===== config.mk =====
export PLATFORM = sky130hd
export DESIGN_NAME = instructie_prefetch
export DESIGN_NICKNAME = d
export VERILOG_FILES = /design/src/rtl/instructie_prefetch.sv
export SDC_FILE = /design/constraint.sdc
export NUM_CORES = 1
export LEC_CHECK = 0
export ABC_AREA = 1
export ABC_CLOCK_PERIOD_IN_PS = 5100
export BUFFER_PORTS_ARGS = -buffer_cell sky130_fd_sc_hd__buf_2
export CAP_MARGIN = 20
export CORE_MARGIN = 5
export CORE_UTILIZATION = 45
export CTS_BUF_LIST = sky130_fd_sc_hd__clkbuf_16
export DETAILED_ROUTE_END_ITERATION = 16
export GPL_TIMING_DRIVEN = 1
export PLACE_DENSITY = 0.65
export SYNTH_ARGS = -nofsm -noshare
export SYNTH_HDL_FRONTEND = slang
export SYNTH_SLANG_ARGS = --single-unit

===== constraint.sdc =====
create_clock -name clock -period 5.1 [get_ports clock]
set_clock_uncertainty 0.1 [all_clocks]
set_input_delay 0.255 -clock clock [delete_from_list [all_inputs] [get_ports clock]]
set_output_delay 0.255 -clock clock [all_outputs]
set_load 0.03 [all_outputs]

===== src/rtl/instructie_prefetch.sv =====
`default_nettype none
// ============================================================================
// Module   : instructie_prefetch
// Purpose  : Instruction fetch stage. It drives the synchronous program ROM
//            address and absorbs the ROM's one-cycle read latency. Fetched
//            words go into a small FIFO, and the decoder drains that FIFO
//            over a valid/ready handshake. A jump request flushes the FIFO
//            and redirects fetching.
// Revision : 1.0 - initial release
// ----------------------------------------------------------------------------
// Ports
//   clock        in   system clock, rising edge
//   reset_n      in   synchronous reset, active-low
//   rom_addr     out  registered fetch address to program_rom
//   rom_data     in   ROM word, one cycle after rom_addr was sampled
//   ins_valid    out  FIFO head holds an instruction
//   ins_ready    in   decoder accepts the head at this edge
//   ins_data     out  head instruction word (0 when empty)
//   ins_pc       out  fetch address of the head word (0 when empty)
//   jump_valid   in   redirect request (flushes, highest priority)
//   jump_target  in   new fetch address
//   fetch_count  out  issue counter (saturating)
//   flush_count  out  jump counter (saturating)
// Configuration
//   PREFETCH_PERF_EN : builds the fetch/flush counters. When it is undefined,
//                      both counter ports are tied to zero.
// ============================================================================
module instructie_prefetch #(
  parameter int                ADDR_W   = 16,
  parameter int                INSTR_W  = 40,
  parameter int                DEPTH    = 4,
  parameter logic [ADDR_W-1:0] RESET_PC = '0
) (
  input  logic               clock,
  input  logic               reset_n,
  output logic [ADDR_W-1:0]  rom_addr,
  input  logic [INSTR_W-1:0] rom_data,
  output logic               ins_valid,
  input  logic               ins_ready,
  output logic [INSTR_W-1:0] ins_data,
  output logic [ADDR_W-1:0]  ins_pc,
  input  logic               jump_valid,
  input  logic [ADDR_W-1:0]  jump_target,
  output logic [15:0]        fetch_count,
  output logic [15:0]        flush_count
);

  localparam int PTR_W = $clog2(DEPTH);
  localparam int CNT_W = PTR_W + 1;
  localparam logic [CNT_W:0] C_DEPTH = (CNT_W + 1)'(DEPTH);

  // Fetch-side state
  logic [ADDR_W-1:0] fetch_pc_q, fetch_pc_d;
  logic              inflight_q, inflight_d;
  logic [ADDR_W-1:0] inflight_pc_q, inflight_pc_d;
  logic              inflight_epoch_q, inflight_epoch_d;
  logic              epoch_q, epoch_d;

  // FIFO state
  logic [INSTR_W-1:0] data_mem_q [DEPTH];
  logic [ADDR_W-1:0]  pc_mem_q   [DEPTH];
  logic [PTR_W-1:0]   wr_ptr_q, wr_ptr_d;
  logic [PTR_W-1:0]   rd_ptr_q, rd_ptr_d;
  logic [CNT_W-1:0]   count_q, count_d;

  logic           issue;
  logic           push;
  logic           pop;
  logic [CNT_W:0] occupancy;

  // An in-flight fetch already owns a FIFO slot. Occupancy is taken before
  // any pop at this edge, so a simultaneous pop does not free a slot early.
  assign occupancy = {1'b0, count_q} + {{CNT_W{1'b0}}, inflight_q};
  assign issue     = !jump_valid && (occupancy < C_DEPTH);

  // The captured word is kept only if no jump happened since it was issued.
  // A jump at this very edge flushes everything, including this word.
  assign push = inflight_q && (inflight_epoch_q == epoch_q) && !jump_valid;

  // A pop at a jump edge is squashed together with the rest of the FIFO.
  assign pop  = ins_valid && ins_ready && !jump_valid;

  always_comb begin
    fetch_pc_d       = fetch_pc_q;
    inflight_d       = issue;
    inflight_pc_d    = inflight_pc_q;
    inflight_epoch_d = inflight_epoch_q;
    epoch_d          = epoch_q ^ jump_valid;
    wr_ptr_d         = wr_ptr_q;
    rd_ptr_d         = rd_ptr_q;
    count_d          = count_q;

    if (jump_valid) begin
      fetch_pc_d = jump_target;
    end else if (issue) begin
      fetch_pc_d = fetch_pc_q + ADDR_W'(1);
    end

    if (issue) begin
      inflight_pc_d    = fetch_pc_q;
      inflight_epoch_d = epoch_q;
    end

    if (jump_valid) begin
      wr_ptr_d = '0;
      rd_ptr_d = '0;
      count_d  = '0;
    end else begin
      if (push) begin
        wr_ptr_d = wr_ptr_q + PTR_W'(1);
      end
      if (pop) begin
        rd_ptr_d = rd_ptr_q + PTR_W'(1);
      end
      case ({push, pop})
        2'b10:   count_d = count_q + CNT_W'(1);
        2'b01:   count_d = count_q - CNT_W'(1);
        default: count_d = count_q;
      endcase
    end
  end

  always_ff @(posedge clock) begin
    if (!reset_n) begin
      fetch_pc_q       <= RESET_PC;
      inflight_q       <= 1'b0;
      inflight_pc_q    <= '0;
      inflight_epoch_q <= 1'b0;
      epoch_q          <= 1'b0;
      wr_ptr_q         <= '0;
      rd_ptr_q         <= '0;
      count_q          <= '0;
    end else begin
      fetch_pc_q       <= fetch_pc_d;
      inflight_q       <= inflight_d;
      inflight_pc_q    <= inflight_pc_d;
      inflight_epoch_q <= inflight_epoch_d;
      epoch_q          <= epoch_d;
      wr_ptr_q         <= wr_ptr_d;
      rd_ptr_q         <= rd_ptr_d;
      count_q          <= count_d;
    end
  end

  // Storage needs no reset: the output mux hides entries that are not valid.
  always_ff @(posedge clock) begin
    if (reset_n && push) begin
      data_mem_q[wr_ptr_q] <= rom_data;
      pc_mem_q[wr_ptr_q]   <= inflight_pc_q;
    end
  end

  assign rom_addr  = fetch_pc_q;
  assign ins_valid = (count_q != '0);
  assign ins_data  = ins_valid ? data_mem_q[rd_ptr_q] : '0;
  assign ins_pc    = ins_valid ? pc_mem_q[rd_ptr_q]   : '0;

`ifdef PREFETCH_PERF_EN
  logic [15:0] fetch_cnt_q;
  logic [15:0] flush_cnt_q;

  always_ff @(posedge clock) begin
    if (!reset_n) begin
      fetch_cnt_q <= '0;
      flush_cnt_q <= '0;
    end else begin
      if (issue && (fetch_cnt_q != 16'hFFFF)) begin
        fetch_cnt_q <= fetch_cnt_q + 16'd1;
      end
      if (jump_valid && (flush_cnt_q != 16'hFFFF)) begin
        flush_cnt_q <= flush_cnt_q + 16'd1;
      end
    end
  end

  assign fetch_count = fetch_cnt_q;
  assign flush_count = flush_cnt_q;
`else
  assign fetch_count = 16'h0000;
  assign flush_count = 16'h0000;
`endif

endmodule
`default_nettype wire


**Word level (Yosys, flattened, before mapping)**

Memory sizes are Yosys's and may differ from the RTL's. A register that Yosys moved wholly into a read port is not among the register bits.
Cells that the tools add are included.

- Register bits: 42
- Memory bits (writable): 224
- Word-level logic and storage cells: 44
- Memories kept: 2

- $add $sub $neg: 6
- $lt $le $gt $ge: 1
- Equal/unequal tests: 3
- Multiplexer cells: 11
- Bitwise logic cells: 2
- Reductions and logical operators: 11

Memories:

| name | depth | bits a word | rd ports | clocked after memory_dff | wr ports | line | text |
|---|---|---|---|---|---|---|---|
| data_mem_q | 4 | 40 | 1 | 1 | 1 | 60 | `logic [INSTR_W-1:0] data_mem_q [DEPTH];` |
| pc_mem_q | 4 | 16 | 1 | 1 | 1 | 61 | `logic [ADDR_W-1:0] pc_mem_q [DEPTH];` |

Operators with widths:

| kind | number |
|---|---|
| 16-bit 2-to-1 mux | 3 |
| 40-bit 2-to-1 mux | 1 |
| 16-bit by 1-bit adder with 16-bit output, second input constant | 1 |
| 2-bit 2-to-1 mux | 4 |
| 1-bit logical AND | 6 |
| 3-bit case mux with 2 select lines | 1 |
| 2-bit by 1-bit adder with 2-bit output, second input constant | 2 |
| 3-bit by 1-bit adder with 4-bit output | 1 |
| 4-bit by 3-bit < comparator with 1-bit output, second input constant | 1 |
| 2-bit nonzero test | 2 |
| 3-bit by 1-bit adder with 3-bit output, second input constant | 1 |
| 3-bit nonzero test | 1 |
| 3-bit by 1-bit subtractor with 3-bit output, second input constant | 1 |
| 2-bit by 1-bit == test with 1-bit output, second input constant | 1 |
| 2-bit == test, second input constant | 1 |
| 1-bit 2-to-1 mux | 2 |
| 2-bit OR reduction | 1 |
| 1-bit == test | 1 |
| 1-bit zero test | 1 |
| 1-bit inverter | 1 |
| 1-bit XOR | 1 |

**Depth between registers and ports, before layout**

- Depth in word-level cells: 6
- Depth in mapped cells: 13
- Mapped depth without buffers: 11

**Worst setup path after synthesis**

No wires, ideal clock.

- Path kind: in2reg
- From: input port jump_valid
- To: memory data_mem_q[0][0] (enable)
- Library setup time: 0.470 ns
- Arrival: 3.209 ns
- Data required time: 4.530 ns
- Slack: 1.321 ns
- Cell stages on the path: 7
- Path buffers: 2
- Path through: buf_6 -> clkinv_2 -> buf_6 -> nand2_2 -> nor2_4 -> nand2_1 -> nor2_1

- Word-level cells in the longest chain between the ends: 5

RTL lines:

| what | line | text |
|---|---|---|
| start: declaration | 42 | `input logic jump_valid,` |
| 1-bit zero test | 78 | `assign push = inflight_q && (inflight_epoch_q == epoch_q) && !jump_valid;` |
| 1-bit logical AND | 78 |  |
| 1-bit logical AND | 147 | `if (reset_n && push) begin` |
| 1-bit 2-to-1 mux | 147 |  |
| 1-bit 2-to-1 mux (implied by the code) | 148 | `data_mem_q[wr_ptr_q] <= rom_data;` |
| end: declaration | 60 |  |

No other way between the ends.

==> impl_results.md <==
* Clk root buf: clkbuf_16
* Final HPWL DP at 14800 um
* Warnings, synthesis at 0
* Area contributors post-synth: edfxtp_1 (60%), nor2_1 (8.4%), dfxtp_1 (7.9%)
* Final ANT Viol Nets at 0
* Synth Area in Adders at 0.850%
* Synth Area in Simple Gates at 13.5%
* Final core occ at 54.6%
* # IOs at 165
* Row count at 57
* Syn Area/Cell at 11.1 sq um
* Post-synth top cells: nor2_1 (249), edfxtp_1 (224), o21ai_0 (103)
* Final slew viol count at 0
* Switching Fraction at a little over a fifth
* Routability cong. at 0.837
* Area of the multi-input gates at ~3000 sq um
* Yosys top cell area share at 60.1%
* WL/cell at 16.0 um
* Sequential-to-total area share from yosys stat at between 60% and 70%
* Comb pwr share at just under 6%
* Die footprint at between 20000 and 30000 sq um
* Maxcap violations at 0
* Via count at 7504
* Mapped Cells at 1012
* Layout Nets at 1249
* Power Density at 343 nW/um^2
* Remaining DRCs at 0
* Clock Power Share at 41.1%
* Leak Pwr at a little over 5 nW
* Arrival @ worst endpoint at approximately 2900 ps
* Share of flip-flops with an asynchronous set or reset at 0%
* Share of cells above drive strength 1 at 17.5%
* Layout Cells excl Fill at 1524
* Die X at 168 um
* Diode count at 0
* Largest net degree at the start of global routing at 75
* Slew HR at between 40% and 50%
* Post-CTS Resized at 0
* Post-layout min period at approximately 3300 ps
* Final setup fails at 0
* Largest family of logic cells by synthesized area: simple AND/OR/NAND/NOR gates
* Initial DRT Pass Iterations at 5
* Crit-path cells: buf_4 > inv_2 > buf_12 > nor2_1 > o21ai_1 > a21oi_1 > buf_2
* Required time worst endpoint at about 4700 ps
* Area added between synthesis and finish at 19.0%
* Most instantiated library cell after synthesis: nor2_1
* Top Family by Delay on Critical Path: buffers and inverters
* CTS buffer count at 27
* Net switching power at 0.000980 W
* HP Class: in -> reg
* Setup total negative slack at 0 ps
* Die height at 168 um
* Core area at 24400 sq um
* Worst Path Buf+Inv at 4
* XOR/XNOR Fraction of Synth Area at 0.469%
* Final worst-path cycle share at roughly 64%
* # clock sinks at approximately 270
* Largest stage delay, worst path at roughly 560 ps
* Cell area after synthesis at 11200 sq um
* CP max-delay cell: buf_4
* Buffers added on ports at 132
* Clock Tree Buf Depth at 3
* Post-synthesis mux area share at 0%
* Initial drt markers at 531
* Yosys cell types at 33
* Unrepaired setup endpoints after global routing: false
* Final Power at 0.00457 W
* Initial antenna violation count at 0
* Starting density of the core at 45.9%
* CP startpoint kind: flip-flop
* Final Cell Area at roughly 13000 sq um
* First-pass GRT wire length at 38900 um
* Cells after DPL at between 1000 and 1500
* Yosys top cell by area: edfxtp_1
* Status: completed
* Via-to-Cell Ratio at 4.92
* Vias in the first global route at 7435
* Insertion delay to the later sink of the worst-skew pair at 510 ps
* Worst-Margin Slew at around 880 ps
* Endpoint class of the critical path: output port
* Congestion Overflow GR at 0
* Fmax at 0.305 GHz
* Reg area at 7610 sq um
* Fillcell total at ~2100
* CTS tree: built
* Worst vdd ir at 0.197 mV
* Register share of total power at 53.0%
* H-tree levels at 1
* Predominant post-synthesis flop cell: edfxtp_1
* Reg clk slew, reported paths at approximately 60 ps
* EDFF count, synth at 224
* Final Hold Viols at 0
* Synth Register Bits at 268
* Gr usage total at 16.9%
* Crit-path max FO at 57
* Cell-internal power at 0.00359 W
* Setup CP Type: reg -> out
* Compound-Gate Fraction of Synth Area at 10.4%
* Placed cell areas at 11900 sq um
* WL final at ~24000 um
worst paths after layout:
check	start	to	slack, ps	cells after the start
worst max register to register	epoch_q	data_mem_q[1][34]	2470	5
worst max-delay path	flip-flop	ins_pc[11]	1820	7
worst min-delay path	jump_target[7]	rom_addr[7]	40	5
worst min register to register	rd_ptr_q[1]	flip-flop	350	2
power by group through the flow:
stage	sequential (W)	clock, W	combinational [W]
2_1_floorplan	0.00248	0	0.000162
3_3_place_gp	0.00247	0	0.000236
3_5_place_dp	0.00247	0	0.000238
4_1_cts	0.00242	0.00192	0.000270
5_1_grt	0.00243	0.00201	0.000294
6_report	0.00242	0.00188	0.000269
worst min-delay path, stage by stage:
cell,delay (ps)
buf_2,90
nand2_1,70
o21ai_0,80
inv_1,50
a21oi_1,50
layer usage:
metal  wire length, um  GRT usage [%]
met1             10800           22.8
met2             11600           28.8
met3              1470           3.04
met4               370           3.71
met5                 0              0
final cells by class:
type                       instances  share of cell area [%]
inverter                          52                    1.48
sequential                       268                    57.2
tap                              324                    3.04
multi-input combinational        638                    22.4
timing repair buffer             195                    9.60
clock buffer                      27                    5.07
clock inverter                    20                    1.26
cell families after synthesis:
kind of cell / Yosys count
and+or+nand+nor: 363
DFF: 268
AOI/OAI and AO/OA: 230
buffers and inverters: 137
adders and majority gates: 7
xor gates and xnor gates: 6
other: 1
sequential cells by signal, summed over array words and instances, names as in the netlist, named ones only:
signal / count
count_q: 3
inflight_epoch_q: 1
data_mem_q: 160
pc_mem_q: 64
wr_ptr_q: 2
inflight_q: 1
epoch_q: 1
rom_addr: 16
inflight_pc_q: 16
rd_ptr_q: 2
cells in the final DEF (no fill, tap or decap), types with 4 or more instances in the layout:
cell / synthesis / final
o21ai_0: 103 / 103
ha_1: 6 / 6
dfxtp_1: 44 / 42
o21ai_1: 39 / 39
conb_1: 1 / 32
clkinv_2: 1 / 4
edfxtp_1: 224 / 224
nand3_1: 16 / 16
xor2_1: 5 / 5
nand3_2: 4 / 4
clkbuf_16: 0 / 27
nand2_1: 71 / 71
inv_2: 4 / 6
clkinv_1: 0 / 8
nor2_4: 7 / 11
buf_4: 40 / 9
inv_1: 47 / 48
a21oi_1: 81 / 81
nor2_1: 249 / 245
dlygate4sd3_1: 0 / 53
buf_2: 20 / 132
stage by stage:
stage	setup slack, ps	hold WS, ps
detailed placement	2140	344
floorplan	1320	254
global placement	2190	348
global route	1690	45.8
CTS	1740	15.0
finish	1820	35.5
timing repair:
action                    in CTS  in global routing
buffers inserted               0                  0
hold buffers                  53                  0
hold endpoints to repair     173                  0
Power figures use the tool's default switching activity.
